**src/rtl/pipe_word_assembler.sv**
```systemverilog
// pipe_word_assembler: assembles MSG_W-bit request messages from a stream of
// WORD_W-bit link words and offers each finished message on a pipe enq port.
//
// Message layout (MSB first): {tag[TAG_W], len[TAG_W], payload (left-aligned)}.
// The first word of every message is the header {tag, len}. Messages with more
// than MAX_WORDS payload words are consumed and dropped, and counted in err_count.
//
// Ports
//   CLK            in   clock
//   nRST           in   synchronous reset, active-high
//   in_enq__ENA    in   input word valid (only while in_enq__RDY)
//   in_enq_v       in   input word
//   in_enq__RDY    out  assembler can take a word this cycle
//   pipe_enq__ENA  out  message transfer this cycle
//   pipe_enq_v     out  assembled message (zero unless a message is held)
//   pipe_enq__RDY  in   downstream can take a message
//   err_count      out  oversize messages dropped, saturating at 255
//   busy           out  message in progress or waiting for output
module pipe_word_assembler #(
  parameter int unsigned WORD_W    = 32,
  parameter int unsigned TAG_W     = 16,
  parameter int unsigned MSG_W     = 144,
  parameter int unsigned MAX_WORDS = 3
) (
  input  logic              CLK,
  input  logic              nRST,
  input  logic              in_enq__ENA,
  input  logic [WORD_W-1:0] in_enq_v,
  output logic              in_enq__RDY,
  output logic              pipe_enq__ENA,
  output logic [MSG_W-1:0]  pipe_enq_v,
  input  logic              pipe_enq__RDY,
  output logic [7:0]        err_count,
  output logic              busy
);

  localparam int unsigned HDR_W   = 2 * TAG_W;
  localparam int unsigned PAY_TOP = MSG_W - HDR_W - 1;
  localparam int unsigned LOW_W   = MSG_W - WORD_W;
  localparam int unsigned IDX_W   = (MAX_WORDS > 1) ? $clog2(MAX_WORDS) : 1;

  typedef enum logic [1:0] {
    IDLE,
    COLLECT,
    DRAIN,
    EMIT
  } state_t;

  state_t             state;
  state_t             state_nxt;
  logic [MSG_W-1:0]   msg_buf;
  logic [IDX_W-1:0]   word_idx;
  logic [TAG_W-1:0]   remaining;
  logic [TAG_W-1:0]   hdr_len;
  logic               word_xfer;
  logic               oversize;

  // Link is only stalled while a finished message waits for the demux.
  assign in_enq__RDY = (state != EMIT);
  assign busy        = (state != IDLE);
  assign word_xfer   = in_enq__ENA & in_enq__RDY;
  assign hdr_len     = in_enq_v[TAG_W-1:0];
  assign oversize    = (hdr_len > TAG_W'(MAX_WORDS));

  // State register.
  always_ff @(posedge CLK) begin
    if (nRST) state <= IDLE;
    else      state <= state_nxt;
  end

  // Next state and message-port outputs.
  always_comb begin
    state_nxt     = state;
    pipe_enq__ENA = 1'b0;
    pipe_enq_v    = '0;
    case (state)
      IDLE: begin
        if (word_xfer) begin
          if (hdr_len == '0) state_nxt = EMIT;
          else if (oversize) state_nxt = DRAIN;
          else               state_nxt = COLLECT;
        end
      end
      COLLECT: begin
        if (word_xfer && remaining == TAG_W'(1)) state_nxt = EMIT;
      end
      DRAIN: begin
        if (word_xfer && remaining == TAG_W'(1)) state_nxt = IDLE;
      end
      EMIT: begin
        pipe_enq_v    = msg_buf;
        pipe_enq__ENA = pipe_enq__RDY;
        if (pipe_enq__RDY) state_nxt = IDLE;
      end
    endcase
  end

  // Message buffer, word index, remaining count and drop counter.
  always_ff @(posedge CLK) begin
    if (nRST) begin
      msg_buf   <= '0;
      word_idx  <= '0;
      remaining <= '0;
      err_count <= '0;
    end else begin
      case (state)
        IDLE: begin
          if (word_xfer) begin
            // Header lands in the tag/len fields; payload area cleared.
            msg_buf   <= {in_enq_v, {LOW_W{1'b0}}};
            remaining <= hdr_len;
            word_idx  <= '0;
            if (oversize && err_count != 8'hFF) err_count <= err_count + 8'd1;
          end
        end
        COLLECT: begin
          if (word_xfer) begin
            for (int unsigned i = 0; i < MAX_WORDS; i++) begin
              if (word_idx == IDX_W'(i)) msg_buf[PAY_TOP - WORD_W*i -: WORD_W] <= in_enq_v;
            end
            word_idx  <= word_idx + IDX_W'(1);
            remaining <= remaining - TAG_W'(1);
          end
        end
        DRAIN: begin
          if (word_xfer) remaining <= remaining - TAG_W'(1);
        end
        default: ;
      endcase
    end
  end

endmodule

```
**config.mk**
```make
export PLATFORM = sky130hd
export DESIGN_NAME = pipe_word_assembler
export DESIGN_NICKNAME = d
export VERILOG_FILES = /design/src/rtl/pipe_word_assembler.sv
export SDC_FILE = /design/constraint.sdc
export NUM_CORES = 1
export LEC_CHECK = 0
export CORE_UTILIZATION = 35
export CTS_CLUSTER_SIZE = 24
export DETAILED_ROUTE_END_ITERATION = 8
export PLACE_DENSITY = 0.67
export SETUP_SLACK_MARGIN = 0.15
export SLEW_MARGIN = 30
export SYNTH_ARGS = -nofsm -noshare
export SYNTH_HDL_FRONTEND = slang
export SYNTH_SLANG_ARGS = --single-unit
```
**constraint.sdc**
```tcl
create_clock -name CLK -period 5.3 [get_ports CLK]
set_input_delay 1.06 -clock CLK [delete_from_list [all_inputs] [get_ports CLK]]
set_output_delay 1.06 -clock CLK [all_outputs]
set_load 0.1 [all_outputs]
```
### Word level (Yosys, flattened, before mapping)

Cells that the tools add are included.

* register bits: 156
* latch bits: 0
* bits in writable memories: 0
* bits in read-only memories: 0
* input bits: 36
* memories: 0

* add/sub/neg operators: 3
* multipliers: 0
* div/mod/pow operators: 0
* $lt $le $gt $ge: 1
* equal/unequal tests: 17
* shift-type cells: 0
* muxes and demuxes: 21
* bitwise operators: 1
* reductions and logical operators: 17

Operators by type and width (count)
* 96-bit case mux with 2 select lines: 1
* 144-bit 2-to-1 mux: 1
* 112-bit 2-to-1 mux: 1
* 32-bit 2-to-1 mux: 3
* 96-bit 2-to-1 mux: 1
* 16-bit 2-to-1 mux: 2
* 16-bit case mux with 2 select lines: 1
* 2-bit inequality test, second input constant: 9
* 16-bit by 1-bit equality test with 1-bit output, second input constant: 1
* 16-bit by 2-bit > comparator with 1-bit output, second input constant: 1
* 16-bit logical NOT: 1
* 2-bit 2-to-1 mux: 8
* 4-bit AND reduction: 4
* 16-bit by 1-bit subtractor with 16-bit output, second input constant: 1
* 3-bit AND reduction: 3
* 8-bit by 1-bit adder with 8-bit output, second input constant: 1
* 8-bit inequality test, second input constant: 1
* 2-bit case mux with 4 select lines: 1
* 2-bit equality test, second input constant: 3
* 2-bit nonzero test: 3
* 2-bit by 1-bit equality test with 1-bit output, second input constant: 2
* 2-bit logical NOT: 2
* 2-bit case mux with 2 select lines: 1
* 2-bit by 1-bit adder with 2-bit output, second input constant: 1
* other kinds (6): 7

### Longest topological paths before layout

Gate-level depths: netlist (run 1).

* depth in word-level cells: 5
* depth in mapped cells: 9
* depth with buffers taken out: 7

### Worst setup path after synthesis (run 1)

Ideal clock, no wire load.

* path kind: register to output
* start: register state[0]
* end: output port pipe_enq_v[100]
* arrival time: 1843 ps
* data required time: 4240 ps
* path slack: 2397 ps
* stages on the path, launching flop included: 5
* buffers on the path: 2
* path through: dfxtp_1 > ha_1 > clkbuf_1 > clkbuf_1 > and2_1

* longest elaborated chain between the ends: 2

Ends and longest elaborated chain
* start: declaration: RTL line 49 `state_t state;`
* start signal: assignment: RTL line 68 `else state <= state_nxt;`
* 2-bit equality test: RTL line 76 `case (state)`
* 144-bit 2-to-1 mux: RTL line 76
* end: declaration: RTL line 31 `output logic [MSG_W-1:0] pipe_enq_v,`

No other way between the ends.

### Worst setup path in the final report (run 1)

* start: register state[0]
* end: output port pipe_enq_v[81]

Same word-level chain as after synthesis.

==> metrics, run 1 <==
detailed-routing iteration count for the pre-antenna-repair pass=7; average vias per placed instance=5.05; number of buffers between clock root and the deepest sink=2; post-CTS resize count=0; met2 routed WL=between 10000 and 15000 um; clock network latency to the later pin of the worst-skew pair=0.43 ns; standard-cell row count=52; drt initial violations=approximately 360; Hold Path Class=flip-flop to flip-flop; final routed wirelength across all metal layers=about 22000 um; capturing element type of the critical path=output port; time the final worst path needs with I/O delays and setup=4.09 ns; peak ir drop on the vdd network=226 uV; GRT Overall Usage=roughly 21%; CTS clk-pin slew, worst paths=about 0.06 ns; actual slew at the worst max-slew pin=0.993 ns; average routed wire per standard cell=16.1 um; Layout Skew=between 0.01 and 0.015 ns; number of buffers inserted to repair setup after CTS=0; proportion of register bits with asynchronous set or reset after synthesis=0%; number of endpoints failing setup at the final stage=0; largest net degree at the start of global routing=75; antenna diode count=0; number of antenna violations at the first check in global routing=0; Final Hold Fails=0; worst setup path class=flip-flop to output port; Yosys Warn Count=0; result of the run=complete, no violations; mean instance size in the synthesized netlist=7.59 um^2; most used flip-flop cell after synthesis=dfxtp_1; total of max-cap violations=0; required time worst endpoint=4.24 ns; post-DP HPWL=about 14000 um; fraction of final layout cells sized beyond drive strength 1=5.10%; highest clock frequency the design can meet=0.244 GHz; post-synth top area cell=dfxtp_1; number of nets still failing antenna checks after routing=0; Boundary Pins=191; number of synthesized flops with an enable pin=0; routed vias=6915; port bufs=174; CTS Root Buffer Type=clkbuf_16; effective utilization at floorplan=35.7%; data arrival time of the critical path=3.03 ns; routability congestion estimate from global placement=between 0.7 and 0.8; post-route DRC violation count=0; accumulated negative setup slack=0 ns; post-route fraction of the period consumed by the critical path=77.2%; number of global-route vias before repair=6284; total number of clock tree sinks=156; largest fanout on the critical path=74; H-tree lvl count=4; area of the die=between 0.02 and 0.025 mm^2; sequential share of the synthesized area=43.0%; number of buffers inserted during clock tree synthesis=17; area share of the largest cell type after synthesis=43.0%; highest layer used for signal routing=met4; overflow left after global routing=0; number of standard cells after synthesis=956; Post-Syn Area=0.00726 mm^2; die outline width=146 um; highest-count cells in the layout ignoring fill and taps=nand2_1 (187), clkdlybuf4s50_1 (173), dfxtp_1 (156); commonest non-fill, non-tap cell in the layout=nand2_1; LEAKAGE=3.45 nW; met1 wire length=10200 um; core region area=0.0203 mm^2; Tot Pwr=between 0.003 and 0.004 W; TritonCTS clock tree=built; count of pins over their slew limit=0; synthesis-stage register bit count=about 160; top post-synthesis cells by area=dfxtp_1 (43%), and2_1 (11%), a21oi_1 (10%); count of hold buffers inserted by post-cts repair=0; unrepaired setup endpoints after global routing=no; number of filler instances in the final layout=1993; relative area change from synthesis to final layout=36.1%; power per unit of standard cell area=312 mW/mm^2; vertical die dimension=146 um; Net count, final=1131; post-synth cell types=48; wire length of the first global-routing pass=around 35000 um; startpoint type of the worst setup path=flip-flop; max_slew headroom=33.6%; length of routed met3 wiring=1400 um
[logic make-up after synthesis]
kind of cell / Yosys count / synth area share [%]
other: 1 / 0.0517
AOI/OAI and AO/OA: 190 / 14.3
DFF: 156 / 43.0
xor gates and xnor gates: 5 / 0.603
buffers and inverters: 106 / 6.38
adders and majority gates: 10 / 1.72
muxes: 6 / 0.828
and+or+nand+nor: 482 / 33.1
[sequential cells by signal (all words and copies together) (netlist names)]
name / count
remaining: 16
state: 2
word_idx: 2
err_count: 8
msg_buf: 128
[synthesized netlist by cell type, types with 5 or more instances]
cell type and number:
nand2_1 187, dfxtp_1 156, a21oi_1 146, and2_1 130
nand3_1 98, clkbuf_1 64, nor2_1 20, buf_4 16
inv_1 13, ha_1 10, nor4_1 10, buf_1 9
o21ai_0 8, o22ai_1 7, mux2i_1 6, nor3_1 6
nand2b_1 5, o31ai_1 5, or3_1 5, xnor2_1 5
[where the power goes]
| group | total, W | internal, W | switching, W |
|---|---|---|---|
| clock | 0.00136 | 0.000853 | 0.000502 |
| combinational | 0.000480 | 0.000141 | 0.000339 |
| sequential | 0.00125 | 0.00121 | 0.0000362 |
| total | 0.00309 | 0.00221 | 0.000878 |
[per-layer routing]
metal  GRT usage (%)  vias to the layer above
li1                -                     3444
met4            4.84                        0
met5               0                        -
met2            32.9                      249
met1            28.1                     3210
met3            4.61                       12
[path summary, 6_finish.rpt]
path / from / to / slack, ns / depth (start not counted)
max: state[0] / pipe_enq_v[81] / 1.21 / 4
min: msg_buf[95] / msg_buf[95] / 0.45 / 2
max reg2reg: state[0] / msg_buf[103] / 2.39 / 8
min reg2reg: msg_buf[95] / msg_buf[95] / 0.45 / 2
[through the flow]
stage,setup WS [ns],instances,util [%],instance area (um^2),hold slack [ns]
final,1.21,1368,48.6,9870,0.450
after global routing,0.988,1368,48.6,9870,0.464
after CTS,1.12,1365,48.3,9800,0.451
after detailed placement,1.46,1333,45.1,9150,0.442
after global placement,1.44,1331,44.8,9100,0.437
after floorplan,2.40,971,-,7310,0.432
[critical path, cell delays in order, from the launching register on]
cell	delay [ns]
dfxtp_1	0.47
ha_4	0.48
buf_12	0.29
and2_1	0.21
clkdlybuf4s50_1	1.14
[final cells by class]
class,count,area (um^2),share of cell area (%)
Timing Repair Buffer,188,1920,19.4
Multi-Input combinational cell,709,3790,38.4
Inverter,13,48.8,0.494
Sequential cell,156,3120,31.6
Clock buffer,19,443,4.49
Clock inverter,13,213,2.15
Tap cell,270,338,3.42
(Power assumes the default switching activity.)
==> run 2, diff against run 1 <==
- PLACE_DENSITY: 0.67 -> 0.69
- clock period: 5.3 -> 3.4 ns (I/O delays scaled with it)
==> run 2 against run 1 <==
Net effect: combinational power is 58% higher; clock-buffer cell count is 2 higher; register-to-register slack worse by 1.5 ns; cell count is 0.95% higher; critical path depth stayed put; critical path type unchanged.
==> metrics, run 2 (synthesized netlist as in run 1, its figures left out) <==
result of the run=complete, no violations (unchanged); area of the die=0.0213 mm^2 (unchanged); unrepaired setup endpoints after global routing=no (unchanged); TritonCTS clock tree=built (unchanged); GRT Overall Usage=20.8% (was 20.6%); count of pins over their slew limit=0 (unchanged); clock network latency to the later pin of the worst-skew pair=0.42 ns (was 0.43 ns); peak ir drop on the vdd network=335 uV (was 226 uV); post-CTS resize count=0 (unchanged); post-route DRC violation count=0 (unchanged); Hold Path Class=flip-flop to flip-flop (unchanged); Layout Skew=0.00740 ns (was 0.0113 ns); internal power summed over all cells=0.00319 W (was 0.00221 W); max FFs per register=128 (unchanged); CTS Root Buffer Type=clkbuf_16 (unchanged); largest fanout on the critical path=35 (was 74); Boundary Pins=191 (unchanged); final routed wirelength across all metal layers=22300 um (was 22000 um); data arrival time of the critical path=2.14 ns (was 3.03 ns); total of max-cap violations=0 (unchanged); routed vias=7010 (was 6915); actual slew at the worst max-slew pin=0.869 ns (was 0.993 ns); Top Registers=msg_buf: 128 flops, remaining: 16 flops, err_count: 8 flops (unchanged); fraction of final layout cells sized beyond drive strength 1=18.5% (was 5.10%); die outline width=146 um (unchanged); largest net degree at the start of global routing=78 (was 75); max_slew headroom=42.0% (was 33.6%); power per unit of standard cell area=480 mW/mm^2 (was 312 mW/mm^2); number of nets still failing antenna checks after routing=0 (unchanged); wire length of the first global-routing pass=35200 um (was 34600 um); highest-count cells in the layout ignoring fill and taps=nand2_1 (187), buf_4 (164), dfxtp_1 (156) (was nand2_1 (187), clkdlybuf4s50_1 (173), dfxtp_1 (156)); drt initial violations=411 (was 358); required time worst endpoint=2.72 ns (was 4.24 ns); number of antenna violations at the first check in global routing=0 (unchanged); effective utilization at floorplan=35.7% (unchanged); CTS clk-pin slew, worst paths=0.06 ns (about the same); Finished Core Util=46.8% (was 48.6%); number of buffers inserted to repair setup after CTS=0 (unchanged); number of endpoints failing setup at the final stage=0 (unchanged); Seq pwr share=42.6% (was 40.5%); overflow left after global routing=0 (unchanged); LEAKAGE=3.74 nW (was 3.45 nW); antenna diode count=0 (unchanged); P_sw=0.00137 W (was 0.000878 W); Comb power frac=16.6% (was 15.6%); post-DP HPWL=14900 um (was 13900 um); number of buffers inserted during clock tree synthesis=17 (unchanged); Clock power frac=40.7% (was 43.9%); relative area change from synthesis to final layout=31.0% (was 36.1%); capturing element type of the critical path=output port (unchanged); vertical die dimension=146 um (unchanged); detailed-routing iteration count for the pre-antenna-repair pass=7 (unchanged); worst setup path class=flip-flop to output port (unchanged); share of total power consumed by net switching=30.1% (was 28.5%); post-route fraction of the period consumed by the critical path=between 80 and 90%; routability congestion estimate from global placement=0.829 (was 0.788); commonest non-fill, non-tap cell in the layout=nand2_1 (unchanged); register name with the most flops=msg_buf (unchanged); average routed wire per standard cell=16.1 um (about the same); Net count, final=1144 (was 1131); startpoint type of the worst setup path=flip-flop (unchanged); core region area=0.0203 mm^2 (unchanged); number of buffers between clock root and the deepest sink=2 (unchanged); time the final worst path needs with I/O delays and setup=2.82 ns; average vias per placed instance=5.08 (was 5.05); Final Hold Fails=0 (unchanged); highest clock frequency the design can meet=0.355 GHz; total number of clock tree sinks=156 (unchanged); standard-cell row count=52 (unchanged); count of hold buffers inserted by post-cts repair=0 (unchanged); H-tree lvl count=4 (unchanged); number of global-route vias before repair=6495 (was 6284); port bufs=174 (unchanged); accumulated negative setup slack=0 ns (unchanged)
## run 2: path summary, 6_finish.rpt
kind,slack [ns],endpoint,cells after the start,startpoint
setup reg to reg,0.94,remaining[10],7,remaining[0]
hold reg to reg,0.45,msg_buf[72],2,msg_buf[72]
setup / recovery,0.58,pipe_enq_v[84],4,state[0]
hold / removal,0.45,msg_buf[72],2,msg_buf[72]
## run 2: worst max-delay path, stage by stage (launching register included)
cell,delay (ns)
dfxtp_1,0.47
ha_4,0.36
buf_4,0.35
and2_1,0.22
buf_4,0.30
## run 2: final cells by class
cell class / instances / area, um^2
fillers: 2027 / 10800
clock buffers: 21 / 470
inverters: 13 / 48.8
repair buffers: 201 / 1630
multi-input cells: 709 / 3790
flip-flops and latches: 156 / 3120
well taps: 270 / 338
clock inverters: 11 / 110
## run 2: metal layers
| metal | global-route usage, % | wire length [um] | up-vias |
|---|---|---|---|
| met4 | 5.63 | 323 | 0 |
| met3 | 4.73 | 1550 | 22 |
| li1 | - | - | 3462 |
| met2 | 32.8 | 10100 | 246 |
| met5 | 0 | 0 | - |
| met1 | 28.4 | 10300 | 3280 |
## run 2: metrics by stage
step	hold slack [ns]	worst slack, ns	power [W]	std cells	instance area, um^2
global route	0.464	0.477	0.00475	1381	9510
finish	0.449	0.581	0.00456	1381	9510
global placement	0.437	0.436	0.00273	1349	8930
CTS	0.451	0.569	0.00459	1381	9510
detailed placement	0.442	0.430	0.00274	1349	8930
floorplan	0.432	0.877	0.00249	971	7310
## run 2: power groups by stage
| stage | clock [W] | sequential [W] | combinational [W] |
|---|---|---|---|
| finish | 0.00186 | 0.00195 | 0.000759 |
| global route | 0.00197 | 0.00195 | 0.000821 |
| CTS | 0.00189 | 0.00194 | 0.000758 |
| detailed placement | 0 | 0.00199 | 0.000754 |
| global placement | 0 | 0.00198 | 0.000745 |
| floorplan | 0 | 0.00200 | 0.000494 |
==> run 3, diff against run 2 <==
- PLACE_DENSITY: 0.69 -> 0.67
- clock period: 3.4 -> 2.9 ns (I/O delays scaled with it)
==> run 3 against run 2 <==
Net effect: via count is 1.1% higher; cell count increased by 1.2%; clock skew up 0.0017 ns; utilization up 6.2 points; first-iteration DRC count rose by 42%; cell area is 13% higher; sequential cell count stayed put; combinational power rose by 18%; clock power is 18% higher; critical endpoint is now pipe_enq_v[41]; largest power group unchanged.
==> metrics, run 3 (synthesized netlist as in run 1, its figures left out) <==
result of the run=complete, no violations (unchanged); detailed-routing iteration count for the pre-antenna-repair pass=5 (was 7); startpoint type of the worst setup path=flip-flop (unchanged); wire length of the first global-routing pass=35800 um (was 35200 um); CTS Root Buffer Type=clkbuf_16 (unchanged); TritonCTS clock tree=built (unchanged); die outline width=146 um (unchanged); highest-count cells in the layout ignoring fill and taps=nand2_1 (187), dfxtp_1 (156), a21oi_1 (143) (was nand2_1 (187), buf_4 (164), dfxtp_1 (156)); delay of the slowest cell on the worst path=0.48 ns (was 0.47 ns); number of nets still failing antenna checks after routing=0 (unchanged); required time worst endpoint=2.32 ns (was 2.72 ns); Boundary Pins=191 (unchanged); count of pins over their slew limit=0 (unchanged); accumulated negative setup slack=0 ns (unchanged); number of buffer and inverter stages on the critical path=2 (unchanged); critical-path cell list=ha_4, buf_4, and2_1, buf_4 (unchanged); total number of clock tree sinks=156 (unchanged); worst setup path class=flip-flop to output port (unchanged); Top Registers=msg_buf: 128 flops, remaining: 16 flops, err_count: 8 flops (unchanged); post-route fraction of the period consumed by the critical path=89.4%; number of buffers inserted during clock tree synthesis=17 (unchanged); Tot Pwr=0.00537 W (was 0.00456 W); time the final worst path needs with I/O delays and setup=2.59 ns; max_slew headroom=48.1% (was 42.0%); Critical Path Most Common Cell=buf_4 (unchanged); post-DP HPWL=15000 um (was 14900 um); core region area=0.0203 mm^2 (unchanged); highest clock frequency the design can meet=~0.39 GHz; unrepaired setup endpoints after global routing=no (unchanged); startpoint of the worst register-to-register path=remaining[0] (unchanged); flop-to-flop setup slack=0.45 ns (was 0.94 ns); Net count, final=1160 (was 1144); data arrival time of the critical path=2.01 ns (was 2.14 ns); final routed wirelength across all metal layers=22700 um (was 22300 um); antenna diode count=0 (unchanged); cell total after placement=1364 (was 1349); area of all placed cells without fillers=0.0108 mm^2 (was 0.00951 mm^2); reg2reg path depth=7 (unchanged); relative area change from synthesis to final layout=48.5% (was 31.0%); number of endpoints failing setup at the final stage=0 (unchanged); effective utilization at floorplan=35.7% (unchanged); end point of the worst hold path=msg_buf[17] (was msg_buf[72]); fraction of final layout cells sized beyond drive strength 1=19.4% (was 18.5%); Layout Skew=0.00914 ns (was 0.00740 ns); capture point of the worst reg-to-reg path=remaining[10] (unchanged); routed vias=7087 (was 7010); post-place instance area=0.0102 mm^2 (was 0.00893 mm^2); largest net degree at the start of global routing=67 (was 78); register name with the most flops=msg_buf (unchanged); worst hold slack=0.448 ns (was 0.449 ns); standard-cell row count=52 (unchanged); actual slew at the worst max-slew pin=0.778 ns (was 0.869 ns); vertical die dimension=146 um (unchanged); GRT Overall Usage=21.2% (was 20.8%); post-route DRC violation count=0 (unchanged); commonest non-fill, non-tap cell in the layout=nand2_1 (unchanged); number of filler instances in the final layout=1906 (was 2027); port bufs=174 (unchanged); total of max-cap violations=0 (unchanged); area of the die=0.0213 mm^2 (unchanged); power per unit of standard cell area=499 mW/mm^2 (was 480 mW/mm^2); Hold Crit Depth=2 (unchanged); largest fanout on the critical path=28 (was 35); Final Hold Fails=0 (unchanged); Non-Filler Instances=1397 (was 1381); cell class contributing the biggest share of worst-path delay=buffers and inverters (unchanged); slowest stage cell, crit path=dfxtp_1 (unchanged); average routed wire per standard cell=16.2 um (was 16.1 um); routability congestion estimate from global placement=0.835 (was 0.829); average vias per placed instance=5.07 (was 5.08); Min-Delay Startpoint=msg_buf[17] (was msg_buf[72]); max FFs per register=128 (unchanged); count of hold buffers inserted by post-cts repair=0 (unchanged); LEAKAGE=4.06 nW (was 3.74 nW); H-tree lvl count=4 (unchanged); capturing element type of the critical path=output port (unchanged); Hold Path Class=flip-flop to flip-flop (unchanged); drt initial violations=584 (was 411); peak ir drop on the vdd network=398 uV (was 335 uV); CTS clk-pin slew, worst paths=0.06 ns (about the same); number of buffers between clock root and the deepest sink=2 (unchanged); number of antenna violations at the first check in global routing=0 (unchanged); number of global-route vias before repair=6548 (was 6495); clock network latency to the later pin of the worst-skew pair=0.42 ns (about the same); overflow left after global routing=0 (unchanged)
[run 3: cell types whose count changed in the layout (fill, tap and decap cells not counted), sizes merged]
cell	change
clkbuf	+1
bufinv	+1
clkinv	-2
buf	+16
[run 3: layout make-up]
type	count	area [um^2]	share of cell area [%]
Clock buffer	22	454	4.22
Inverter	13	48.8	0.453
Tap cell	270	338	3.14
Sequential cell	156	3120	29.0
Timing Repair Buffer	217	2910	27.0
Multi-Input combinational cell	709	3790	35.1
Clock inverter	10	115	1.07
[run 3: worst reg2reg max path, cell delays in order, from the launching register on]
cell and delay [ns]:
dfxtp_1 0.35, inv_1 0.10, ha_1 0.19, or3b_4 0.40
or4_1 0.55, or3_1 0.37, o311ai_1 0.24, a31oi_1 0.11
[run 3: per-stage QoR]
stage,worst slack (ns),util (%)
after global placement,0.274,50.1
after floorplan,0.477,-
after global routing,0.193,53.1
after CTS,0.279,53.1
after detailed placement,0.281,50.1
final,0.308,53.1
[run 3: metal layers]
layer	global-route usage [%]	part of all wire, %	routed length [um]	vias up
li1	-	-	-	3499
met1	28.7	45	10300	3281
met2	33.2	45	10300	271
met3	4.95	7.7	1740	36
met4	7.19	1.9	439	0
met5	0	0	0	-
[run 3: worst max path at each step]
stage,startpoint,endpoint,slack [ns],cells after the start
2_1_floorplan,state[0],pipe_enq_v[100],0.48,4
3_3_place_gp,in_enq_v[14],err_count[1],0.27,7
3_5_place_dp,in_enq_v[14],state[1],0.28,7
4_1_cts,state[0],pipe_enq_v[32],0.28,4
5_1_grt,state[0],pipe_enq_v[41],0.19,4
6_report,state[0],pipe_enq_v[41],0.31,4
[run 3: power breakdown]
group          switching [W]  internal (W)
registers          0.0000644       0.00222
clock network       0.000905       0.00129
logic               0.000622      0.000272
[run 3: repair_timing]
action                                  in CTS  in global routing
gates resized for setup                      0                  0
buffers inserted                             1                  0
endpoints found under the setup margin      53                  0
